File: src/rtl/spinner_quad_gen.sv
// spinner_quad_gen
//   Quadrature (AB) generator for the Arkanoid core's 2-bit spinner input.
//   Signed paddle deltas (mouse, stick, D-pad or USB spinner) are buffered in a
//   saturating accumulator and drained one quadrature step per rate tick.
//   An external 600-ppr encoder can be passed through instead. Only phase-A
//   edges are counted, so it behaves like the original 300-ppr spinner.
//
// Ports
//   clk_12m      in   system clock, 12 MHz
//   reset        in   synchronous, active-high
//   delta_valid  in   one-cycle strobe qualifying delta / delta_load
//   delta        in   signed step count, positive = paddle right
//   delta_load   in   0: add delta to accumulator, 1: overwrite accumulator
//   use_ext      in   1: enc follows the external encoder, 0: internal generator
//   ext_a/ext_b  in   raw encoder phases, asynchronous to clk_12m
//   enc          out  registered quadrature to the core
//   pending      out  accumulator value (signed steps still to emit)
//   busy         out  pending != 0
module spinner_quad_gen #(
    parameter int STEP_DIV = 3000,
    parameter int ACC_W    = 12,
    parameter int DELTA_W  = 12
) (
    input  logic               clk_12m,
    input  logic               reset,
    input  logic               delta_valid,
    input  logic [DELTA_W-1:0] delta,
    input  logic               delta_load,
    input  logic               use_ext,
    input  logic               ext_a,
    input  logic               ext_b,
    output logic [1:0]         enc,
    output logic [ACC_W-1:0]   pending,
    output logic               busy
);

    localparam int CNT_W = (STEP_DIV > 1) ? $clog2(STEP_DIV) : 1;
    localparam logic [CNT_W-1:0] CNT_LAST = CNT_W'(STEP_DIV - 1);
    // Two guard bits so pending - step + delta cannot overflow before clamping.
    localparam int WIDE = ACC_W + 2;
    localparam logic signed [WIDE-1:0] SAT_MAX = WIDE'((1 << (ACC_W - 1)) - 1);
    localparam logic signed [WIDE-1:0] SAT_MIN = -SAT_MAX;

    typedef enum logic [1:0] {
        Q_00 = 2'b00,
        Q_01 = 2'b01,
        Q_10 = 2'b10,
        Q_11 = 2'b11
    } quad_t;

    // Positive (paddle right) sequence: 11 -> 01 -> 00 -> 10 -> 11
    function automatic quad_t quad_fwd(input quad_t s);
        quad_t r;
        case (s)
            Q_11:    r = Q_01;
            Q_01:    r = Q_00;
            Q_00:    r = Q_10;
            default: r = Q_11;
        endcase
        return r;
    endfunction

    // Negative sequence: 11 -> 10 -> 00 -> 01 -> 11
    function automatic quad_t quad_rev(input quad_t s);
        quad_t r;
        case (s)
            Q_11:    r = Q_10;
            Q_10:    r = Q_00;
            Q_00:    r = Q_01;
            default: r = Q_11;
        endcase
        return r;
    endfunction

    logic [CNT_W-1:0] cnt_q, cnt_d;
    logic [ACC_W-1:0] pending_q, pending_d;
    quad_t            int_state_q, int_state_d;
    quad_t            ext_state_q, ext_state_d;
    quad_t            enc_q, enc_d;
    logic             a_meta_q, a_meta_d, a_sync_q, a_sync_d, a_prev_q, a_prev_d;
    logic             b_meta_q, b_meta_d, b_sync_q, b_sync_d;

    logic                   tick;
    logic signed [WIDE-1:0] step_w;
    logic signed [WIDE-1:0] pend_ext;
    logic signed [WIDE-1:0] delta_ext;
    logic signed [WIDE-1:0] sum;
    logic signed [WIDE-1:0] sat;

    always_comb begin
        // Free-running rate divider
        tick  = (cnt_q == CNT_LAST);
        cnt_d = tick ? '0 : cnt_q + 1'b1;

        // Internal generator: direction taken from the pending value before any update
        int_state_d = int_state_q;
        step_w      = '0;
        if (tick) begin
            if (!pending_q[ACC_W-1] && (pending_q != '0)) begin
                int_state_d = quad_fwd(int_state_q);
                step_w      = WIDE'(1);
            end else if (pending_q[ACC_W-1]) begin
                int_state_d = quad_rev(int_state_q);
                step_w      = '1;
            end
        end

        // Accumulator; a load discards the tick adjustment of the same cycle
        pend_ext  = WIDE'(signed'(pending_q));
        delta_ext = WIDE'(signed'(delta));
        if (delta_valid && delta_load) begin
            sum = delta_ext;
        end else if (delta_valid) begin
            sum = pend_ext - step_w + delta_ext;
        end else begin
            sum = pend_ext - step_w;
        end
        // Symmetric clamp: the most negative code is never produced
        if (sum > SAT_MAX) begin
            sat = SAT_MAX;
        end else if (sum < SAT_MIN) begin
            sat = SAT_MIN;
        end else begin
            sat = sum;
        end
        pending_d = sat[ACC_W-1:0];

        // External encoder: two-stage synchronisers, step on either edge of A only
        a_meta_d    = ext_a;
        a_sync_d    = a_meta_q;
        a_prev_d    = a_sync_q;
        b_meta_d    = ext_b;
        b_sync_d    = b_meta_q;
        ext_state_d = ext_state_q;
        if (a_sync_q != a_prev_q) begin
            ext_state_d = (a_sync_q ^ b_sync_q) ? quad_rev(ext_state_q) : quad_fwd(ext_state_q);
        end

        enc_d = use_ext ? ext_state_q : int_state_q;
    end

    always_ff @(posedge clk_12m) begin
        if (reset) begin
            cnt_q       <= '0;
            pending_q   <= '0;
            int_state_q <= Q_11;
            ext_state_q <= Q_11;
            enc_q       <= Q_11;
            a_meta_q    <= 1'b0;
            a_sync_q    <= 1'b0;
            a_prev_q    <= 1'b0;
            b_meta_q    <= 1'b0;
            b_sync_q    <= 1'b0;
        end else begin
            cnt_q       <= cnt_d;
            pending_q   <= pending_d;
            int_state_q <= int_state_d;
            ext_state_q <= ext_state_d;
            enc_q       <= enc_d;
            a_meta_q    <= a_meta_d;
            a_sync_q    <= a_sync_d;
            a_prev_q    <= a_prev_d;
            b_meta_q    <= b_meta_d;
            b_sync_q    <= b_sync_d;
        end
    end

    assign enc     = enc_q;
    assign pending = pending_q;
    assign busy    = (pending_q != '0);

endmodule
File: config.mk
export PLATFORM = sky130hd
export DESIGN_NAME = spinner_quad_gen
export DESIGN_NICKNAME = d
export VERILOG_FILES = /design/src/rtl/spinner_quad_gen.sv
export SDC_FILE = /design/constraint.sdc
export NUM_CORES = 1
export LEC_CHECK = 0
export ABC_AREA = 1
export BUFFER_PORTS_ARGS = -buffer_cell sky130_fd_sc_hd__buf_2
export CORE_UTILIZATION = 45
export CTS_CLUSTER_DIAMETER = 40
export DETAILED_ROUTE_END_ITERATION = 7
export PLACE_DENSITY = 0.61
export SLEW_MARGIN = 5
export SYNTH_ARGS = -nofsm -noshare
export SYNTH_HDL_FRONTEND = slang
export SYNTH_SLANG_ARGS = --single-unit
File: constraint.sdc
create_clock -name clk_12m -period 4.65 [get_ports clk_12m]
set_input_delay 0.2325 -clock clk_12m [delete_from_list [all_inputs] [get_ports clk_12m]]
set_output_delay 0.2325 -clock clk_12m [all_outputs]
set_load 0.02 [all_outputs]
### Word level (Yosys, flattened, before mapping)

Index checks and enable logic that the tools add are counted.

* flip-flop bits (word level): 35
* logic and storage cells: 50
* output and inout bits: 15
* input port bits: 19

* add/subtract/negate cells: 3
* multiplexer cells: 15
* eq/ne operators: 8
* reduce and logical (&&, ||, !) cells: 10
* bitwise operators: 1
* $lt $le $gt $ge: 2

Operators by type and width (number)
* $mux W14: 5
* $pmux W2 S3: 4
* $add A14 B12 Y14: 1
* $gt A14 B12 Y1 const B: 1
* $lt A14 B12 Y1 const B: 1
* $sub A12 B14 Y14: 1
* $add A12 B1 Y12 const B: 1
* $eq A12 B12 Y1 const B: 1
* $mux W12: 1
* $reduce_bool A12 Y1: 1
* $mux W11: 1
* $eq A2 B2 Y1 const B: 4
* $mux W2: 4
* $eq A2 B1 Y1 const B: 2
* $logic_not A2 Y1: 2
* $reduce_or A2 Y1: 2
* $logic_and A1 B1 Y1: 2
* $reduce_and A2 Y1: 1
* $reduce_bool A2 Y1: 1
* $logic_not A1 Y1: 1
* $ne A1 B1 Y1: 1
* $xor A1 B1 Y1: 1

### Longest topological paths before layout

* depth in word-level cells: 11
* mapped depth: 33
* gate-level depth less buffers: 33

### Least setup slack after synthesis

OpenSTA, ideal clock, no wires.

* path kind: flip-flop to flip-flop
* start point: register cnt_q[7]
* end point: register pending_q[1] (netlist: pending[1])
* path slack: 800 ps
* library setup time: 116 ps
* cell stages (with the launch flop): 30
* period minus slack after synthesis: 3850 ps
* required time: 4534 ps
* arrival time: 3734 ps
* buffers on the path: 0
* path through: dfxtp_1 > inv_1 > nor3_1 > nand4_1 > nor4_1 > nand2_1 > inv_1 > ha_1 > inv_1 > fa_1 > nand2_1 > nand2_2 > nand3_1 > nand3_1 > and2_1 > ha_1 > nand2_2 > inv_1 > a21oi_2 > nor2_1 > nor2_1 > nand2_1 > nand2_1 > nand3_1 > nand2_1 > nand3_2 > nand3_2 > inv_2 > nand2_2 > nand2_1

* word-level cells in the longest chain between the ends: 9
* elaborated cells between the ends (all ways): 10
* classes of those cells: 2 x add/sub; 2 x order compare; 1 x eq/ne; 5 x mux

RTL lines
* from (decl): RTL line 75 `logic [CNT_W-1:0] cnt_q, cnt_d;`
* from (signal assigned): RTL line 155 `cnt_q <= cnt_d;`
* $eq A12 B12 Y1 (*): RTL line 92 `tick = (cnt_q == CNT_LAST);`
* $mux W14 (*): RTL line 98 `if (tick) begin`
* $sub A12 B14 Y14 (*): RTL line 114, 116
* $add A14 B12 Y14: RTL line 114 `sum = pend_ext - step_w + delta_ext;`
* $mux W14 (*): RTL line 113 `end else if (delta_valid) begin`
* $mux W14 (*): RTL line 111 `if (delta_valid && delta_load) begin`
* $lt A14 B12 Y1: RTL line 121 `end else if (sum < SAT_MIN) begin`
* $mux W12: RTL line 121
* $mux W11 (*): RTL line 119 `if (sum > SAT_MAX) begin`
* to (signal assigned): RTL line 156 `pending_q <= pending_d;`
* to (decl): RTL line 76 `logic [ACC_W-1:0] pending_q, pending_d;`

Every way passes the cells marked *; elsewhere a longest branch is shown, timed or not.
A chain may end at the register's enable or synchronous reset.

### Worst setup path in the final report

* start point: register cnt_q[4]
* end point: register pending_q[8] (netlist: pending[8])

The elaborated chain is that of the path after synthesis.

==> impl_metrics.py <==
metrics = {
    "status": {
        "status": "completed",
    },
    "critical_path": {
        "slowest_delay_ps": 390,
        "slowest_stage": "ha_1",
        "cp.arrival_ps": 4540,
        "rr_worst_depth": 29,
        "criticalPathCategory": "reg -> reg",
        "cp.required_ps": 4820,
        "path_max_fanout": 12,
        "end_kind": "register",
        "startpoint_type": "register",
        "crit_top_cell": "nand2_1",
    },
    "pwr": {
        "switchingPower_mw": 1.58,
        "power.share.switching_pct": 55.1,
        "seqPwrFrac_pct": 14.4,
        "p_comb_share_pct": 77.2,
        "p_per_area_mw_per_mm2": 749,
        "p_leak_nw": 2.10,
        "p_int_mw": 1.28,
        "power.total_mw": 2.86,
        "ir_drop_v": 0.000425,
        "pwr-share-clk_pct": 8.4,
    },
    "floorplanning": {
        "ioPinCount": 34,
        "start_util_pct": 46.4,
        "dieArea_sq_mm": 0.00783,
        "core_sq_mm": 0.00725,
        "fp.dieW_um": 88.5,
        "rows": 31,
        "die_h_um": 88.5,
    },
    "logic_synthesis": {
        "synth_xor_area_share_pct": 1.56,
        "synth_top_family_by_area": "simple AND/OR/NAND/NOR gates",
        "ys.flop_type": "dfxtp_1",
        "yosysSeqAreaShare_pct": 20.8,
        "synthMuxAreaShare_pct": 0,
        "yosys_warnings": 0,
        "synth_compound_gate_area_share_pct": 7.13,
        "async_flop_share_pct": 0,
        "synth_cell_types": 37,
        "netlist_instances": 563,
        "netlist_area_sq_mm": 0.00337,
        "synth-adder-area-share_pct": 11.2,
        "synth-seq-cells": 35,
        "synth_edf_count": 0,
        "avgSynthCellArea_sq_um": 5.98,
        "syn-num-nets": 611,
        "synthSimpleGateAreaFrac_pct": 47.0,
    },
    "worst_hold_path": {
        "hold_depth": 3,
        "hold_path.class": "in -> reg",
    },
    "placed_design": {
        "dpl.hpwl_mm": 6.88,
        "place_ws_ps": 187,
        "port_buffers": 33,
        "dpl_cell_area_sq_mm": 0.00364,
        "gp_congestion": 0.907,
    },
    "cells_and_area": {
        "fin_nets": 649,
        "post-route-util_pct": 52.7,
        "final_area_sq_mm": 0.00382,
        "drive_above_1_share_pct": 16.1,
        "antennaDiodeCount": 0,
        "area_growth_pct": 13.4,
    },
    "routing": {
        "wire_per_inst_um": 11.9,
        "num_vias": 3465,
        "route.detailed.drc": 0,
        "firstDrtPassIters": 4,
        "drtIter0Drc": 125,
        "ant_nets": 0,
        "viasPerCell": 4.94,
        "wirelength_mm": 8.37,
    },
    "timing": {
        "timing.fmax_mhz": 229,
        "final.min_clock_period_ps": 4370,
        "setup_tns_ps": 0,
        "slew_viol_final": 0,
        "post-route-period-util_pct": 93.9,
        "slew-limit-headroom_pct": 65.9,
        "setup-violations-final": 0,
        "final_hold_viol_count": 0,
        "tightest_slew_ps": 511,
        "fin_skew_ps": 5.43,
        "worst_slack_ps": 282,
    },
    "clock_network": {
        "cts_buffers": 5,
        "cts_tree": "done",
        "clk_latency_ps": 280,
        "cts_root_buf": "clkbuf_8",
        "ctsHoldBuffers": 0,
        "cts_max_path_buffers": 2,
        "cts_sinks": 35,
        "cts_max_level": 2,
        "cts.clk_slew.worst_paths_ps": 70,
    },
    "grt": {
        "grtUsageMet3_pct": 2.80,
        "grt_first_pass_wirelength_mm": 13.6,
        "grt_overflow": 0,
        "grt.total_usage_pct": 22.0,
        "grt_pass1_vias": 2955,
        "use_met2_pct": 35.0,
        "grt_max_degree": 20,
        "grt_most_used_layer": "met2",
        "antenna_found_initial": 0,
        "grt_use_met1_pct": 32.6,
    },
    "job": {
        "drv_cap": 0,
    },
}
## routing by layer
metal / wire length [um] / vias to the layer above / share of wire [%]
met2: 3730 / 71 / 45
met1: 4260 / 1536 / 51
met5: 0 / - / 0
met3: 354 / 2 / 4.2
met4: 28 / 0 / 0.33
li1: - / 1856 / -
## area by class of cell
cell class	instances	area (sq um)
inverters	100	378
clock buffers	8	100
repair buffers	37	195
multi-input cells	422	2320
well taps	99	124
fillers	788	3430
flip-flops and latches	35	701
## sequential cells by signal, indices dropped and copies added, names as in the netlist
name	flops
a_meta_q	1
a_prev_d	1
a_prev_q	1
enc	2
b_sync_q	1
b_meta_q	1
ext_state_q	2
cnt_q	12
int_state_q	2
pending	12
## critical path, delay by kind of cell (launching register included)
family          cells  cell delay, ps
fa+ha+maj           2             720
compound gates      1             200
simple gates       22            2480
flops               1             370
buf+inv             4             470
## per-stage QoR
step                hold slack [ps]  cells
floorplan                       339    563
global placement                390    691
detailed placement              396    691
CTS                             144    699
global route                    156    701
finish                          147    701
## kinds of logic after synthesis
logic type,after synthesis
XOR/XNOR,6
AND/OR/NAND/NOR,347
adder cells (fa/ha/maj),29
flip-flops,35
buffers and inverters,106
AO/OA/AOI/OAI,40
## power groups by stage
| stage | clock [mW] | sequential [mW] | combinational, mW |
|---|---|---|---|
| 5_1_grt | 0.257 | 0.422 | 2.52 |
| 3_5_place_dp | 0 | 0.419 | 2.11 |
| 4_1_cts | 0.244 | 0.412 | 2.12 |
| 3_3_place_gp | 0 | 0.421 | 2.09 |
| 6_report | 0.240 | 0.414 | 2.21 |
| 2_1_floorplan | 0 | 0.468 | 1.60 |
## Yosys cell counts (all sizes together) (2+ instances only)
master  instances  area [sq um]
a21oi          27           146
and2            2          12.5
buf             5          31.3
dfxtp          35           701
fa              2          40.0
ha             27           338
inv            99           374
nand2         184           741
nand3          74           400
nand3b          4          30.0
nand4           5          31.3
nor2           51           204
nor3            6          30.0
nor3b           3          22.5
nor4            4          25.0
o211ai          4          35.0
o21ai           4          20.0
o21bai          3          22.5
or2            14          87.6
xnor2           2          17.5
xor2            4          35.0
## placed cells by master, fill, tap and decap left out, types with 9 or more instances in the layout
master,Yosys,routed
nand2_1,168,166
inv_1,94,94
nand3_1,68,67
nor2_1,48,46
dfxtp_1,35,35
buf_2,4,33
ha_1,27,25
a21oi_1,24,23
nand2_2,14,15
or2_2,9,9
## final timing paths
kind	from	endpoint	slack, ps
worst max-delay path	cnt_q[4]	pending[8]	280
worst min-delay path	ext_a	a_meta_q	150
worst max register to register	cnt_q[4]	pending[8]	280
worst min register to register	b_meta_q	b_sync_q	400
## what timing repair did
action                     4_1_cts  5_1_grt
setup endpoints to repair        0       12
gates resized for setup          0       14
setup buffers                    0        2
Note: power is estimated with default switching activity, not from simulation.
